$ cat src/rtl/pc_table_pkg.sv
// Shared types and default constants for the banked branch-target table.
package pc_table_pkg;

  typedef enum logic [0:0] {
    IDLE  = 1'b0,
    CLEAR = 1'b1
  } clr_state_t;

  localparam int DONE_PC = 71;
  localparam int TGT_W   = 12;
  localparam int IDX_W   = 5;

endpackage

$ cat src/rtl/pc_target_table_if.sv
// Lookup, program-load write and bank-clear signals of the branch-target table.
interface pc_target_table_if
  import pc_table_pkg::*;
#(
  parameter int D     = TGT_W,
  parameter int A     = IDX_W,
  parameter int BANKS = 4
) ();

  localparam int BW = $clog2(BANKS);

  logic          rd_en;
  logic [BW-1:0] rd_bank;
  logic [A-1:0]  rd_addr;
  logic [D-1:0]  target;
  logic          target_vld;
  logic          miss;
  logic          wr_en;
  logic [BW-1:0] wr_bank;
  logic [A-1:0]  wr_addr;
  logic [D-1:0]  wr_data;
  logic          wr_rdy;
  logic          clr_req;
  logic [BW-1:0] clr_bank;
  logic          busy;
  logic [7:0]    miss_cnt;

  modport master (
    output rd_en, rd_bank, rd_addr, wr_en, wr_bank, wr_addr, wr_data, clr_req, clr_bank,
    input  target, target_vld, miss, wr_rdy, busy, miss_cnt
  );

  modport slave (
    input  rd_en, rd_bank, rd_addr, wr_en, wr_bank, wr_addr, wr_data, clr_req, clr_bank,
    output target, target_vld, miss, wr_rdy, busy, miss_cnt
  );

endinterface

$ cat src/rtl/pc_table_clear_fsm.sv
// Walks one bank entry per cycle invalidating it; a clear occupies exactly 2^A busy cycles.
module pc_table_clear_fsm
  import pc_table_pkg::*;
#(
  parameter int A  = IDX_W,
  parameter int BW = 2
) (
  input  logic          Clk,
  input  logic          Reset,
  input  logic          clr_req,
  input  logic [BW-1:0] clr_bank,
  output logic          busy,
  output logic          clr_stb,
  output logic [BW-1:0] bank,
  output logic [A-1:0]  ptr
);

  localparam logic [0:0] ST_IDLE  = IDLE;
  localparam logic [0:0] ST_CLEAR = CLEAR;

  logic [0:0] state;

  // Requests arriving while a clear is running are ignored; the walk only exits after the last entry.
  always_ff @(posedge Clk) begin
    if (Reset) begin
      state <= ST_IDLE;
      bank  <= '0;
      ptr   <= '0;
    end else begin
      case (state)
        ST_IDLE: begin
          if (clr_req) begin
            state <= ST_CLEAR;
            bank  <= clr_bank;
            ptr   <= '0;
          end
        end
        default: begin
          ptr <= ptr + A'(1);
          if (ptr == '1) state <= ST_IDLE;
        end
      endcase
    end
  end

  assign busy    = (state == ST_CLEAR);
  assign clr_stb = busy;

endmodule

$ cat src/rtl/pc_target_table.sv
// Banked branch-target table with registered lookup, write bypass and a bank-clear engine.
// Define PC_TABLE_MISSCNT_EN to build the saturating miss counter; otherwise miss_cnt is 0.
module pc_target_table
  import pc_table_pkg::*;
#(
  parameter int             D              = TGT_W,
  parameter int             A              = IDX_W,
  parameter int             BANKS          = 4,
  parameter logic [D-1:0]   DEFAULT_TARGET = D'(DONE_PC)
) (
  input logic               Clk,
  input logic               Reset,
  pc_target_table_if.slave  bus
);

  localparam int BW = $clog2(BANKS);
  localparam int N  = 1 << A;

  logic [D-1:0]  mem   [BANKS][N];
  logic [N-1:0]  valid [BANKS];

  logic          busy;
  logic          clr_stb;
  logic [BW-1:0] clr_bank_q;
  logic [A-1:0]  clr_ptr;

  logic          wr_fire;
  logic          bypass;
  logic          rd_hit;
  logic          rd_miss;

  logic [D-1:0]  target_q;
  logic          target_vld_q;
  logic          miss_q;

  pc_table_clear_fsm #(.A(A), .BW(BW)) u_clear (
    .Clk      (Clk),
    .Reset    (Reset),
    .clr_req  (bus.clr_req),
    .clr_bank (bus.clr_bank),
    .busy     (busy),
    .clr_stb  (clr_stb),
    .bank     (clr_bank_q),
    .ptr      (clr_ptr)
  );

  assign wr_fire = bus.wr_en && !busy;
  assign bypass  = wr_fire && (bus.wr_bank == bus.rd_bank) && (bus.wr_addr == bus.rd_addr);
  assign rd_hit  = valid[bus.rd_bank][bus.rd_addr];
  assign rd_miss = bus.rd_en && !bypass && !rd_hit;

  always_ff @(posedge Clk) begin
    if (wr_fire) mem[bus.wr_bank][bus.wr_addr] <= wr_data_w();
  end

  // Writes and the clear walk never overlap because writes are refused while busy.
  always_ff @(posedge Clk) begin
    if (Reset) begin
      for (int b = 0; b < BANKS; b++) valid[b] <= '0;
    end else begin
      if (wr_fire) valid[bus.wr_bank][bus.wr_addr] <= 1'b1;
      if (clr_stb) valid[clr_bank_q][clr_ptr] <= 1'b0;
    end
  end

  always_ff @(posedge Clk) begin
    if (Reset) begin
      target_q     <= DEFAULT_TARGET;
      target_vld_q <= 1'b0;
      miss_q       <= 1'b0;
    end else begin
      target_vld_q <= bus.rd_en;
      if (bus.rd_en) begin
        if (bypass) begin
          target_q <= bus.wr_data;
          miss_q   <= 1'b0;
        end else if (rd_hit) begin
          target_q <= mem[bus.rd_bank][bus.rd_addr];
          miss_q   <= 1'b0;
        end else begin
          target_q <= DEFAULT_TARGET;
          miss_q   <= 1'b1;
        end
      end
    end
  end

  function automatic logic [D-1:0] wr_data_w();
    return bus.wr_data;
  endfunction

  assign bus.target     = target_q;
  assign bus.target_vld = target_vld_q;
  assign bus.miss       = miss_q;
  assign bus.wr_rdy     = !busy;
  assign bus.busy       = busy;

`ifdef PC_TABLE_MISSCNT_EN
  logic [7:0] miss_cnt_q;

  always_ff @(posedge Clk) begin
    if (Reset) miss_cnt_q <= '0;
    else if (rd_miss && (miss_cnt_q != 8'hFF)) miss_cnt_q <= miss_cnt_q + 8'd1;
  end

  assign bus.miss_cnt = miss_cnt_q;
`else
  assign bus.miss_cnt = '0;
`endif

endmodule

$ cat src/flat_wrapper.sv
// flat-port wrapper written by rule: the top's interface ports become plain ports
module pc_target_table_flat import pc_table_pkg::*;
#(
  parameter int             D              = TGT_W,
  parameter int             A              = IDX_W,
  parameter int             BANKS          = 4,
  parameter logic [D-1:0]   DEFAULT_TARGET = D'(DONE_PC)
)
  (Clk, Reset, bus_rd_en, bus_rd_bank, bus_rd_addr, bus_wr_en, bus_wr_bank, bus_wr_addr, bus_wr_data, bus_clr_req, bus_clr_bank, bus_target, bus_target_vld, bus_miss, bus_wr_rdy, bus_busy, bus_miss_cnt);
  pc_target_table_if #(.D(D), .A(A), .BANKS(BANKS)) bus_i ();
  input logic Clk;
  input logic Reset;
  input wire logic [$bits(bus_i.rd_en)-1:0] bus_rd_en;
  input wire logic [$bits(bus_i.rd_bank)-1:0] bus_rd_bank;
  input wire logic [$bits(bus_i.rd_addr)-1:0] bus_rd_addr;
  input wire logic [$bits(bus_i.wr_en)-1:0] bus_wr_en;
  input wire logic [$bits(bus_i.wr_bank)-1:0] bus_wr_bank;
  input wire logic [$bits(bus_i.wr_addr)-1:0] bus_wr_addr;
  input wire logic [$bits(bus_i.wr_data)-1:0] bus_wr_data;
  input wire logic [$bits(bus_i.clr_req)-1:0] bus_clr_req;
  input wire logic [$bits(bus_i.clr_bank)-1:0] bus_clr_bank;
  output wire logic [$bits(bus_i.target)-1:0] bus_target;
  output wire logic [$bits(bus_i.target_vld)-1:0] bus_target_vld;
  output wire logic [$bits(bus_i.miss)-1:0] bus_miss;
  output wire logic [$bits(bus_i.wr_rdy)-1:0] bus_wr_rdy;
  output wire logic [$bits(bus_i.busy)-1:0] bus_busy;
  output wire logic [$bits(bus_i.miss_cnt)-1:0] bus_miss_cnt;
  assign bus_i.rd_en = bus_rd_en;
  assign bus_i.rd_bank = bus_rd_bank;
  assign bus_i.rd_addr = bus_rd_addr;
  assign bus_i.wr_en = bus_wr_en;
  assign bus_i.wr_bank = bus_wr_bank;
  assign bus_i.wr_addr = bus_wr_addr;
  assign bus_i.wr_data = bus_wr_data;
  assign bus_i.clr_req = bus_clr_req;
  assign bus_i.clr_bank = bus_clr_bank;
  assign bus_target = bus_i.target;
  assign bus_target_vld = bus_i.target_vld;
  assign bus_miss = bus_i.miss;
  assign bus_wr_rdy = bus_i.wr_rdy;
  assign bus_busy = bus_i.busy;
  assign bus_miss_cnt = bus_i.miss_cnt;
  pc_target_table #(.D(D), .A(A), .BANKS(BANKS), .DEFAULT_TARGET(DEFAULT_TARGET)) u_core (.Clk(Clk), .Reset(Reset), .bus(bus_i));
endmodule
$ cat config.mk
export PLATFORM = sky130hd
export DESIGN_NAME = pc_target_table_flat
export DESIGN_NICKNAME = d
export VERILOG_FILES = /design/src/rtl/pc_table_pkg.sv /design/src/rtl/pc_target_table_if.sv /design/src/rtl/pc_table_clear_fsm.sv /design/src/rtl/pc_target_table.sv /design/src/flat_wrapper.sv
export SDC_FILE = /design/constraint.sdc
export NUM_CORES = 2
export LEC_CHECK = 0
export CAP_MARGIN = 5
export CORE_MARGIN = 1
export CORE_UTILIZATION = 54
export CTS_BUF_LIST = sky130_fd_sc_hd__clkbuf_8
export DETAILED_ROUTE_END_ITERATION = 7
export HOLD_SLACK_MARGIN = 0.1
export PLACE_DENSITY_LB_ADDON = 0.05
export SLEW_MARGIN = 10
export SYNTH_ARGS = -nofsm -noshare
export SYNTH_HDL_FRONTEND = slang
export SYNTH_SLANG_ARGS = --single-unit
$ cat constraint.sdc
create_clock -name Clk -period 3.5 [get_ports Clk]
set_input_delay 0.7 -clock Clk [delete_from_list [all_inputs] [get_ports Clk]]
set_output_delay 0.7 -clock Clk [all_outputs]
set_load 0.03 [all_outputs]
Word-level counts from Yosys, hierarchy flattened
Memory sizes are Yosys's and may differ from the RTL's.
Cells that the tools add are included.
- memories: 2
- flip-flop bits (word level): 22
- word-level logic and storage cells: 69
- input port bits: 33
- output and inout bits: 24
- memory bits (writable): 1664
- memories (memory ; words ; bits a word ; read ports ; clocked after memory_dff ; write ports ; RTL line ; text):
    u_core.mem ; 4 ; 384 ; 1 ; 0 ; 1 ; pc_target_table.sv:19 ; logic [D-1:0] mem [BANKS][N];
    u_core.valid ; 4 ; 32 ; 1 ; 0 ; 4 ; pc_target_table.sv:20 ; logic [N-1:0] valid [BANKS];
- magnitude comparators: 8
- reduce and logical (&&, ||, !) cells: 11
- bitwise gates (word level): 3
- add/sub/neg operators: 1
- multiplexer cells: 35
- equal/unequal tests: 3
- operator list (cell ; number):
    $mux 384 ; 1
    $mux 32 ; 6
    $reduce_or 32->1 ; 2
    $bmux 12 s5 ; 1
    $demux 12 s5 ; 1
    $mux 12 ; 5
    $lt 5x6->1 const B ; 3
    $mux 1 ; 14
    $ge 6x6->1 const B ; 2
    $not 5->6 ; 2
    $demux 1 s5 ; 2
    $ge 5x1->1 const B ; 2
    $mux 5 ; 2
    $logic_and 1x1->1 ; 6
    $lt 6x1->1 const B ; 1
    $add 5x1->5 const B ; 1
    $bmux 1 s5 ; 1
    $eq 5x5->1 ; 1
    $eq 5x5->1 const B ; 1
    $mux 2 ; 2
    $eq 2x2->1 ; 1
    $reduce_and 2->1 ; 1
    $reduce_bool 2->1 ; 1
    $logic_not 1->1 ; 1
    $not 1->1 ; 1

Longest topological paths before layout
- depth in word-level cells: 8
- gate-level depth with buffers: 12
- gate-level depth less buffers: 7

Modules after synthesis
From an unflattened synthesis, not the netlist that was laid out.
- cells, all modules: 3380
- area total of the unflattened synthesis: 66332.4 um^2
- by module, submodules not included (module ; area an instance (um^2) ; instances ; seq. area each (um^2) ; cells each):
    pc_target_table ; 65973.3 ; 1 ; 48967.0 ; 3340
    pc_table_clear_fsm ; 359.1 ; 1 ; 160.2 ; 40

Worst setup path after synthesis
No wires, ideal clock.
- path kind: input-to-reg
- from: input port bus_wr_addr[1]
- to: memory u_core.mem[0][156] in the netlist's numbering (enable)
- stages: 6
- arrival time: 2537 ps
- setup slack: 583 ps
- setup time: 380 ps
- buffers on the path: 2
- data required time: 3120 ps
- cell sequence: clkbuf_1 > inv_1 > nor3_1 > clkbuf_1 > nand2_1 > nor2_1
- longest elaborated chain between the ends: 6
- elaborated cells between the ends (all ways): 7
- those cells by class: order compare: 2; mux: 3; bitwise: 1; reduce/logical: 1
- RTL lines (element ; RTL line ; text):
    start: declaration ; flat_wrapper.sv:18 ; input wire logic [$bits(bus_i.wr_addr)-1:0] bus_wr_addr;
    $not 5->6 (implied by the code) * ; pc_target_table.sv:53 ; if (wr_fire) mem[bus.wr_bank][bus.wr_addr] <= wr_data_w();
    $ge 6x6->1 (implied by the code) / $lt 6x1->1 (equally long branches) ; pc_target_table.sv:53 ;
    $logic_and 1x1->1 (implied by the code) ; pc_target_table.sv:53 ;
    $mux 12 (implied by the code) ; pc_target_table.sv:53 ;
    $demux 12 s5 * ; pc_target_table.sv:53 ;
    $mux 384 (implied by the code) * ; pc_target_table.sv:53 ;
    end: declaration ; pc_target_table.sv:19 ;
Mark *: on every way between the ends. The rest lies on a longest branch, timed or not.

Worst setup path after layout
- from: register u_core.target_q[8], in the netlist u_core.bus.target[8]
- to: output port bus_target[8]
- RTL lines (element ; RTL line ; text):
    start: declaration ; pc_target_table.sv:32 ; logic [D-1:0] target_q;
    start signal: assignment ; pc_target_table.sv:75 ; target_q <= bus.wr_data;
    start signal: assignment ; pc_target_table.sv:78 ; target_q <= mem[bus.rd_bank][bus.rd_addr];
    end: declaration ; flat_wrapper.sv:22 ; output wire logic [$bits(bus_i.target)-1:0] bus_target;
No word-level cell between the ends.

==> reports/qor.csv <==
metric,value,unit
max-slew violations,0,
Final Instance Area,0.0776,mm^2
final setup TNS,0,ns
clk slew on worst S/H paths,0.06,ns
Worst-Margin Slew,1.22,ns
Ports,57,
Antenna Violating Nets Remaining,0,
Die Y,355,um
CTS buffer count,290,
busiest layer in global routing,met2,
post-synthesis xor/xnor area fraction,0.0911,%
Multi-input gate area,0.0157,mm^2
hold endpoint,u_core.mem[3][134],
ys async rst share,0,%
CP Data Arrival Time,2.40,ns
area of the die,0.126,mm^2
worst skew pair latency,0.99,ns
FMAX,323,MHz
cell at the slowest stage of the critical path,clkdlybuf4s50_1,
Max Root-Sink Buffers,4,
final setup fails,0,
Pwr Density,529,mW/mm^2
fillers,8691,
# hold bufs at CTS,0,
met3 GRT Util,6.74,%
status,"finished, final reports clean",
Post-CTS Resized,0,
worst-case clock skew,0.0491,ns
clk sinks,1686,
clk root buf,clkbuf_8,
post-synthesis sequential area ratio,74.9,%
critical path's largest stage delay,0.78,ns
total track usage,29.2,%
grt met1 use,41.1,%
Synth area leaders,"edfxtp_1 74%, mux4_2 14%, nor2_1 1.8%",
Compound-Gate Fraction of Synth Area,4.07,%
GR Util met2,45.7,%
via count,36095,
Tmin final,3.10,ns
"EDFF count, synth",1664,
fin worst setup slack,0.403,ns
Slew headroom,16.9,%
core area,0.124,mm^2
worst r2r dst,u_core.bus.target[1],
drt pass-1 iters,5,
R2R Path Start,u_core.mem[1][157],
Setup CP Type,reg2out,
simple-gate portion of the synthesized area,3.46,%
CP max FO,2,
CP Launch Type,flop,
largest family of logic cells by synthesized area,multiplexers,
Worst Setup End Kind,output pin,
vias in the first global route,36787,
dpl ws,-0.348,ns
cell area after synthesis,0.0673,mm^2
Pleak,25.6,nW
hold_sp,bus_wr_data[2],
Mapped Cells,3371,
R2R setup slack,0.68,ns
WP buf/inv,1,
Die W,355,um
synth cell count leaders,"1664 x edfxtp_1, 420 x mux4_2, 315 x nor2_1",
Tcrit/Tclk final,88.5,%
first-pass GRT wire length,260,mm
MaxCap Viol Count,0,
Post-DP Area,0.0726,mm^2
final hold viol count,0,
worst hold path class,in2reg,
routed len/inst,31.7,um
Core Rows,129,
largest net degree at the start of global routing,152,
"delay-heaviest family, CP",buffers and inverters,
post-synth top area share,74.3,%
#FFs+latches synth,1686,
Max IR drop VDD,440,uV
mux contribution to synthesized area,15.6,%
final WL,181,mm
# H-tree levels,5,
RSZ-0062 raised after global routing,no,
Synth Warn #,0,
IO Port Bufs,48,
Adder-Cell Fraction of Synth Area,0.0930,%
"Distinct cells, synth",70,
initial antenna violation count,6,
RD Place Congestion,0.875,
CTS tree,done,
WHS Path Cells,1,
top_reg_cell synth,edfxtp_1,
"count leader, synth",edfxtp_1,
1st-iter DRT viols,4188,
post-CTS setup buffer count,0,
grt ovf,0,
worst r2r path cells,8,
cell taking the most area after synthesis,edfxtp_1,
Final #Nets,3920,
Initial Util,54.4,%
DP HPWL,115,mm
fraction of layout cells with a size suffix above 1,29.6,%
WP data required,2.80,ns
drt via density,6.32,
Register Area,0.0504,mm^2
DRC violations left,0,
Syn Area/Cell,20.0,um^2
area grow syn2layout,15.3,%
"Cell Chain, Critical Path",clkdlybuf4s50_1,
==> placed cells by master, fill, tap and decap left out, types with 10 or more instances in the layout <==
master           netlist  layout
a211oi_1              27      27
nor2_1               315     313
a32oi_1               18      18
nand3_1               10      10
clkbuf_8               0     298
mux4_2               420     420
nor2b_1               14      14
o22ai_1               32      32
clkinv_2               0      25
a221oi_1              43      43
nand4_1               11      11
mux2i_1               79      79
nor4_1                10      10
nor3_1                12      10
o21bai_1              96      96
inv_1                 10      96
o21a_1                12      12
clkinv_1               0      66
mux2_2                20      20
dfxtp_1               22      22
edfxtp_1            1664    1664
o211ai_1              13      13
a21oi_1               33      33
o221ai_1              11      11
and2_1                17      17
o21ai_0               31      31
buf_4                 37     333
a22oi_1               19      19
nand2_1               98      97
buf_12                 1      74
clkdlybuf4s50_1        0      29
==> through the flow <==
step / utilization [%] / hold slack, ns / power [mW] / instances
2_1_floorplan: - / 0.506 / 24.2 / 3378
3_5_place_dp: 58.7 / 0.532 / 25.5 / 5227
5_1_grt: 62.7 / 0.132 / 42.3 / 5713
6_report: 62.7 / 0.194 / 41.0 / 5713
3_3_place_gp: 58.7 / 0.532 / 25.5 / 5227
4_1_cts: 62.7 / 0.107 / 41.3 / 5711
==> cell type report <==
class                           instances  share of cell area (%)
Timing Repair Buffer                  441                    5.58
Clock inverter                        187                    1.17
Tap cell                             1637                    2.64
Multi-Input combinational cell       1451                    20.3
Antenna cell                            2                 0.00645
Sequential cell                      1686                    65.0
Clock buffer                          297                    5.27
Inverter                               12                  0.0613
==> layer usage <==
metal / routed length, um / share of wire, %
met1: 72300 / 40
met4: 5290 / 2.9
met5: 60 / 0.033
met2: 87100 / 48
met3: 16100 / 8.9
==> logic make-up after synthesis <==
logic type | Yosys count
flip-flops | 1686
AND/OR/NAND/NOR | 535
multiplexers | 519
AO/OA/AOI/OAI | 377
buffers and inverters | 241
XOR/XNOR | 7
adder cells (fa/ha/maj) | 5
other | 1
==> power by group <==
part | switching, mW | internal [mW] | total (mW)
logic | 1.70 | 1.02 | 2.72
clock network | 7.61 | 8.25 | 15.9
registers | 0.0751 | 22.3 | 22.4
==> sequential cells by signal (all words and copies together) (netlist names) <==
name and count:
u_core.u_clear.busy 1, u_core.u_clear.ptr 5, u_core.mem 1536, u_core.bus.miss 1, u_core.bus.target 12, u_core.u_clear.bank 2, u_core.valid 128, u_core.bus.target_vld 1
==> worst max-delay path by stage <==
stage	startpoint	to	cells past startpoint
5_1_grt	u_core.u_clear.busy	bus_wr_rdy	2
6_report	u_core.bus.target[8]	bus_target[8]	1
4_1_cts	u_core.u_clear.busy	bus_wr_rdy	2
3_3_place_gp	bus_rd_addr[0]	u_core.bus.target[1]	11
3_5_place_dp	bus_rd_addr[0]	u_core.bus.target[1]	11
2_1_floorplan	bus_wr_addr[1]	u_core.mem[0][156]	6
Power figures use the tool's default switching activity.
